==> config.mk <==
export PLATFORM = sky130hd
export DESIGN_NAME = ex_mem_reg
export DESIGN_NICKNAME = d
export VERILOG_FILES = /design/src/rtl/ex_mem_reg.sv
export SDC_FILE = /design/constraint.sdc
export NUM_CORES = 1
export LEC_CHECK = 0
export BUFFER_PORTS_ARGS = -buffer_cell sky130_fd_sc_hd__clkbuf_2
export CELL_PAD_IN_SITES_DETAIL_PLACEMENT = 2
export CELL_PAD_IN_SITES_GLOBAL_PLACEMENT = 2
export CORE_UTILIZATION = 26
export CTS_CLUSTER_DIAMETER = 30
export CTS_CLUSTER_SIZE = 40
export DETAILED_ROUTE_END_ITERATION = 12
export GPL_TIMING_DRIVEN = 0
export PLACE_DENSITY = 0.85
export SLEW_MARGIN = 40
export SYNTH_ARGS = -nofsm -noshare
export SYNTH_HDL_FRONTEND = slang
export SYNTH_SLANG_ARGS = --single-unit
==> constraint.sdc <==
create_clock -name i_clk -period 3.1 [get_ports i_clk]
set_input_delay 0.62 -clock i_clk [delete_from_list [all_inputs] [get_ports i_clk]]
set_output_delay 0.62 -clock i_clk [all_outputs]
set_load 0.05 [all_outputs]
==> src/rtl/ex_mem_reg.sv <==
// ex_mem_reg: EX/MEM pipeline register with store forwarding, lane alignment, misalignment squash and halt latch
module ex_mem_reg #(
  parameter int DATA_SIZE   = 32,
  parameter int REG_SIZE    = 5,
  parameter int SELECT_SIZE = 2
) (
  input  logic                   i_clk,
  input  logic                   i_reset,
  input  logic                   i_enable,
  input  logic                   i_flush,
  input  logic [DATA_SIZE-1:0]   i_alu_result,
  input  logic [DATA_SIZE-1:0]   i_data_b,
  input  logic [DATA_SIZE-1:0]   i_MEM_fwd_data,
  input  logic [DATA_SIZE-1:0]   i_WB_fwd_data,
  input  logic [SELECT_SIZE-1:0] i_forwarding_mux,
  input  logic [REG_SIZE-1:0]    i_rd,
  input  logic                   i_mem_read,
  input  logic                   i_mem_write,
  input  logic                   i_write_reg,
  input  logic                   i_mem_to_reg,
  input  logic                   i_unsigned,
  input  logic                   i_halt,
  input  logic [1:0]             i_bhw_type,
  output logic [DATA_SIZE-1:0]   o_alu_result,
  output logic [DATA_SIZE-1:0]   o_store_data,
  output logic [3:0]             o_byte_en,
  output logic [REG_SIZE-1:0]    o_rd,
  output logic                   o_mem_read,
  output logic                   o_mem_write,
  output logic                   o_write_reg,
  output logic                   o_mem_to_reg,
  output logic                   o_unsigned,
  output logic                   o_halt,
  output logic [1:0]             o_bhw_type,
  output logic                   o_misaligned
);
  logic [DATA_SIZE-1:0] raw, aligned;
  logic [1:0] addr;
  logic [3:0] lanes;
  logic is_byte, is_half, mis;
  // store-data source select, lane replication/enables and alignment check; bhw 10 falls through as word
  always_comb begin
    raw = i_forwarding_mux == SELECT_SIZE'(0) ? i_MEM_fwd_data :
          i_forwarding_mux == SELECT_SIZE'(1) ? i_WB_fwd_data : i_data_b;
    addr = i_alu_result[1:0];
    is_byte = i_bhw_type == 2'b00;
    is_half = i_bhw_type == 2'b01;
    aligned = is_byte ? {(DATA_SIZE/8){raw[7:0]}} : is_half ? {(DATA_SIZE/16){raw[15:0]}} : raw;
    lanes = is_byte ? 4'b0001 << addr : is_half ? (addr[1] ? 4'b1100 : 4'b0011) : 4'b1111;
    mis = (i_mem_read || i_mem_write) && ((is_half && addr[0]) || (!is_byte && !is_half && addr != 2'b00));
  end
  // pipeline register: reset > flush / halt bubble (halt and sticky flag kept) > capture > hold
  always_ff @(posedge i_clk or posedge i_reset) begin
    if (i_reset) begin
      o_alu_result <= '0;
      o_store_data <= '0;
      o_byte_en    <= '0;
      o_rd         <= '0;
      o_mem_read   <= 1'b0;
      o_mem_write  <= 1'b0;
      o_write_reg  <= 1'b0;
      o_mem_to_reg <= 1'b0;
      o_unsigned   <= 1'b0;
      o_halt       <= 1'b0;
      o_bhw_type   <= '0;
      o_misaligned <= 1'b0;
    end else if (i_flush || (i_enable && o_halt)) begin
      o_alu_result <= '0;
      o_store_data <= '0;
      o_byte_en    <= '0;
      o_rd         <= '0;
      o_mem_read   <= 1'b0;
      o_mem_write  <= 1'b0;
      o_write_reg  <= 1'b0;
      o_mem_to_reg <= 1'b0;
      o_unsigned   <= 1'b0;
      o_bhw_type   <= '0;
    end else if (i_enable) begin
      o_alu_result <= i_alu_result;
      o_store_data <= aligned;
      o_byte_en    <= (i_mem_write && !mis) ? lanes : 4'b0000;
      o_rd         <= i_rd;
      o_mem_read   <= i_mem_read && !mis;
      o_mem_write  <= i_mem_write && !mis;
      o_write_reg  <= i_write_reg && !mis;
      o_mem_to_reg <= i_mem_to_reg;
      o_unsigned   <= i_unsigned;
      o_halt       <= i_halt;
      o_bhw_type   <= i_bhw_type;
      o_misaligned <= o_misaligned || mis;
    end
  end
endmodule

### Yosys cells after proc, flatten, opt, wreduce, memory -nomap -nowiden

Index checks and enable logic that the tools add are counted.

* add/sub/neg operators: 0
* $mul: 0
* div/mod/pow operators: 0
* order comparisons: 0
* equality and inequality tests: 2
* shift-type cells: 1
* muxes and demuxes: 28
* bitwise operators: 1
* reductions and logical operators: 20

Operator list (number)
* two-way mux 32 bit: 8
* two-way mux 4 bit: 6
* two-way mux 1 bit: 10
* two-way mux 5 bit: 2
* logical AND 1 bit: 8
* equality test 2 x 1 -> 1 bit, second input constant: 2
* logical NOT 2 bit: 2
* logical OR 1 bit: 4
* two-way mux 2 bit: 2
* nonzero test 2 bit: 2
* << shifter 1 x 2 -> 4 bit, first input constant: 1
* logical NOT 1 bit: 3
* AND reduction 2 bit: 1
* NOT 1 bit: 1

* bits in registers: 82
* bits in latches: 0
* RAM bits: 0
* ROM bits: 0
* bits of input ports: 147
* word-level logic and storage cells: 64
* memories: 0

### Longest topological paths before layout

* word-level depth: 11
* mapped depth: 7
* mapped depth without buffers: 4

### Worst setup path before layout

OpenSTA, ideal clock, no wires.

* path type: input to register
* start: in i_forwarding_mux[0]
* end: reg o_store_data[9]
* library setup time: 133 ps
* data arrival time: 1623 ps
* data required time: 2967 ps
* slack: 1344 ps
* stages: 6
* buffers on the path: 2
* cell sequence: buf_4 > buf_6 > mux2_2 > mux2i_1 > mux2_2 > o21ai_0

* word-level cells in the longest chain between the ends: 7
* elaborated cells on any way between the ends: 8

Ends and longest elaborated chain
* start, declared: line 15 `input logic [SELECT_SIZE-1:0] i_forwarding_mux,`
* equality test 2 x 1 -> 1 bit: line 44 `i_forwarding_mux == SELECT_SIZE'(1) ? i_WB_fwd_data : i_data_b;`
* two-way mux 32 bit: line 44
* two-way mux 32 bit (*): line 43 `raw = i_forwarding_mux == SELECT_SIZE'(0) ? i_MEM_fwd_data :`
* two-way mux 32 bit: line 48 `aligned = is_byte ? {(DATA_SIZE/8){raw[7:0]}} : is_half ? {(DATA_SIZE/16){raw[15:0]}} : raw;`
* two-way mux 32 bit (*): line 48
* two-way mux 32 bit (*): line 78 `end else if (i_enable) begin`
* two-way mux 32 bit (*): line 67 `end else if (i_flush || (i_enable && o_halt)) begin`
* end signal, assigned: line 80 `o_store_data <= aligned;`
* end, declared: line 25 `output logic [DATA_SIZE-1:0] o_store_data,`

Every way passes the cells marked *; elsewhere a longest branch is shown, timed or not. The select of a mux whose other input is x is not followed.
A chain may end at the register's enable or synchronous reset.

### Final worst setup path

* start: in i_forwarding_mux[0]
* end: reg o_store_data[11]

The elaborated chain is that of the path after synthesis.

==> results by group <==
Run status
  • Status: completed

STA
  • Slew headroom: 43.3%
  • Count of final setup violators: 0
  • Tmin final: 1890 ps
  • Worst clock skew: 8.10 ps
  • RSZ-0062 raised after global routing: false
  • Final Max Tran Viols: 0
  • Hold Fails Final Rpt: 0
  • Final worst path period share: 61.0%
  • F_max: 529 MHz
  • Worst Tran Pin Value: 846 ps

Drt
  • DRT Pass-1 Iters: 5
  • Vias: 4201
  • Routed Antenna Nets: 0
  • Initial detailed-routing violation count: 140
  • DRC Markers: 0
  • DR vias/cell: 4.78
  • DR WL/cell: 19.2 µm
  • WL final: 16900 µm

Synth
  • Synthesized flop and latch total: 82
  • Cells after Synth: 419
  • Unique masters post-synth: 31
  • Ys Warns: 0
  • Synth top area share: 47.0%
  • Yosys top cell by area: dfrtp_1
  • Top post-synthesis cells by area: dfrtp_1 (47%), mux2i_1 (17%), mux2_2 (6.7%)
  • Syn_nets: 566
  • Sequential area share after synthesis: 47.0%
  • Synthesized cell area: 4360 µm²
  • Synth Area per Inst: 10.4 µm²

Finish
  • Leading cell type in the layout, fill and taps excluded: clkbuf_2
  • FILL cells: 1849
  • Area Growth Syn to Fin: 39.6%
  • Diode count: 0
  • FF/Latch Area: 2050 µm²
  • Area of the multi-input gates: 2110 µm²
  • Share of layout cells above drive strength 1: 45.7%
  • Fin nets: 801
  • Most frequent cells in the layout: clkbuf_2 (223), dfrtp_1 (82), mux2i_1 (74)
  • Largest registers: o_alu_result: 32 flops, o_store_data: 32 flops, o_rd: 5 flops
  • Layout Utilization: 37.0%
  • Post-Layout Cell Count: 879

Setup path
  • Worst R2R Setup Slack: 1310 ps
  • CP arrival: 2100 ps
  • CP Launch Type: input port
  • R2R Path End: o_byte_en[1]$_DFFE_PP0P_
  • CP required: 3310 ps
  • CP Class: in -> reg
  • Worst-path fanout max: 10
  • Reg2reg start: o_halt$_DFFE_PP0P_
  • Critical path endpoint category: register
  • R2R depth: 3

GRT
  • GR Util met2: 35.1%
  • Total GRT Usage: 20.1%
  • Initial antenna violation count: 0
  • Largest net degree at the start of global routing: 45
  • Grt ovf: 0
  • Met3 usage in global routing: 6.75%
  • Busiest grt layer: met2
  • First-pass GRT wire length: 27000 µm
  • Vias in the first global route: 4879
  • Met1 GRT Util: 23.4%

Power
  • Power Dens Cells: 501 nW/µm²
  • Power Total: 3.06 mW
  • Static Leak: 3.23 nW
  • VDD IR max: 0.287 mV

Clocking
  • Clock Pin Slew Worst Setup and Hold Paths: 70 ps
  • H-tree depth: 3
  • Root Buffer: clkbuf_16
  • Setup Fix Bufs, Post-CTS: 0
  • Sink Count: 82
  • CTS Buf Count: 9
  • Post-cts hold buffer count: 0
  • TritonCTS clock tree: built
  • Clk_lat worst skew: 340 ps
  • Post-CTS Resized: 0
  • Longest Clk Path Bufs: 2

Place
  • Placed Cells: 863
  • PortBufs: 223
  • RD Place Congestion: 0.870
  • DPL Wire Length: 13700 µm

Flow run
  • Max Cap Viol: 0

Die
  • Rows: 47
  • Ports: 229
  • Initial core utilization: 26.5%
  • Die height: 132 µm
  • Core Region: 16500 µm²
  • Die Span X: 132 µm
  • Die footprint: 17300 µm²

Min path
  • Hold Crit Class: in -> async
## worst max path at each step
stage | from | end | slack (ps) | cells after the start
3_3_place_gp | i_reset | o_alu_result[15]$_DFFE_PP0P_ | -710 | 2
5_1_grt | i_forwarding_mux[0] | o_store_data[11]$_DFFE_PP0P_ | 1140 | 6
2_1_floorplan | i_reset | o_alu_result[0]$_DFFE_PP0P_ | 370 | 1
3_5_place_dp | i_forwarding_mux[0] | o_store_data[11]$_DFFE_PP0P_ | 880 | 6
6_report | i_forwarding_mux[0] | o_store_data[11]$_DFFE_PP0P_ | 1210 | 6
4_1_cts | i_forwarding_mux[0] | o_store_data[11]$_DFFE_PP0P_ | 1230 | 6
## power by group
part,leakage [nW],total [mW],internal [mW],switching (mW)
sequential,1.11,1.18,1.13,0.0419
combinational,1.97,0.776,0.253,0.522
clock,0.151,1.10,0.664,0.439
total,3.23,3.06,2.05,1.00
## synthesized netlist by cell type
master	instances
mux2_2	26
o21ai_0	22
o211ai_1	2
xor2_1	1
clkbuf_1	11
buf_1	3
a21oi_1	15
o221ai_1	4
nor3b_2	1
nor2_1	54
a21o_1	9
nand2_1	44
buf_6	3
buf_4	4
a311oi_1	4
a32o_1	4
mux2_1	2
or2_2	12
xnor2_1	1
dfrtp_1	82
mux2i_1	74
o22ai_1	1
nand2b_1	11
mux4_2	1
buf_8	1
o31ai_1	3
inv_1	2
a32oi_1	8
a211oi_1	1
or3b_1	1
buf_2	12
## critical path, stage by stage
cell	delay, ps
buf_4	140
buf_6	160
mux2_1	350
mux2i_1	480
mux2_2	280
o21ai_0	70
## through the flow
| stage | hold WS (ps) | instance area (µm²) | setup WS (ps) | setup TNS (ps) |
|---|---|---|---|---|
| after floorplan | 716 | 4360 | 372 | 0 |
| after global placement | 452 | 5760 | -707 | -57490 |
| after detailed placement | 478 | 5790 | 881 | 0 |
| after CTS | 281 | 6090 | 1230 | 0 |
| after global routing | 291 | 6090 | 1140 | 0 |
| final | 275 | 6090 | 1210 | 0 |
## metal layers
| layer | part of all wire (%) | vias to the layer above |
|---|---|---|
| met2 | 50 | 160 |
| met5 | 0 | - |
| met1 | 41 | 2080 |
| li1 | - | 1933 |
| met4 | 2.3 | 0 |
| met3 | 6.9 | 28 |
## cell families after synthesis
logic type      Yosys count  synth area share [%]
xor+xnor                  2                 0.401
buf+inv                  36                  4.56
mux                     103                  24.7
flops                    82                  47.0
compound gates           73                  11.1
simple gates            123                  12.2
## area by class of cell
| cell class | count | share of cell area [%] |
|---|---|---|
| multi-input cells | 301 | 34.7 |
| well taps | 220 | 4.52 |
| clock buffers | 11 | 4.15 |
| flip-flops and latches | 82 | 33.7 |
| clock inverters | 5 | 0.862 |
| inverters | 2 | 0.205 |
| plain buffers | 34 | 3.14 |
| repair buffers | 224 | 18.8 |
Power figures use the tool's default switching activity.
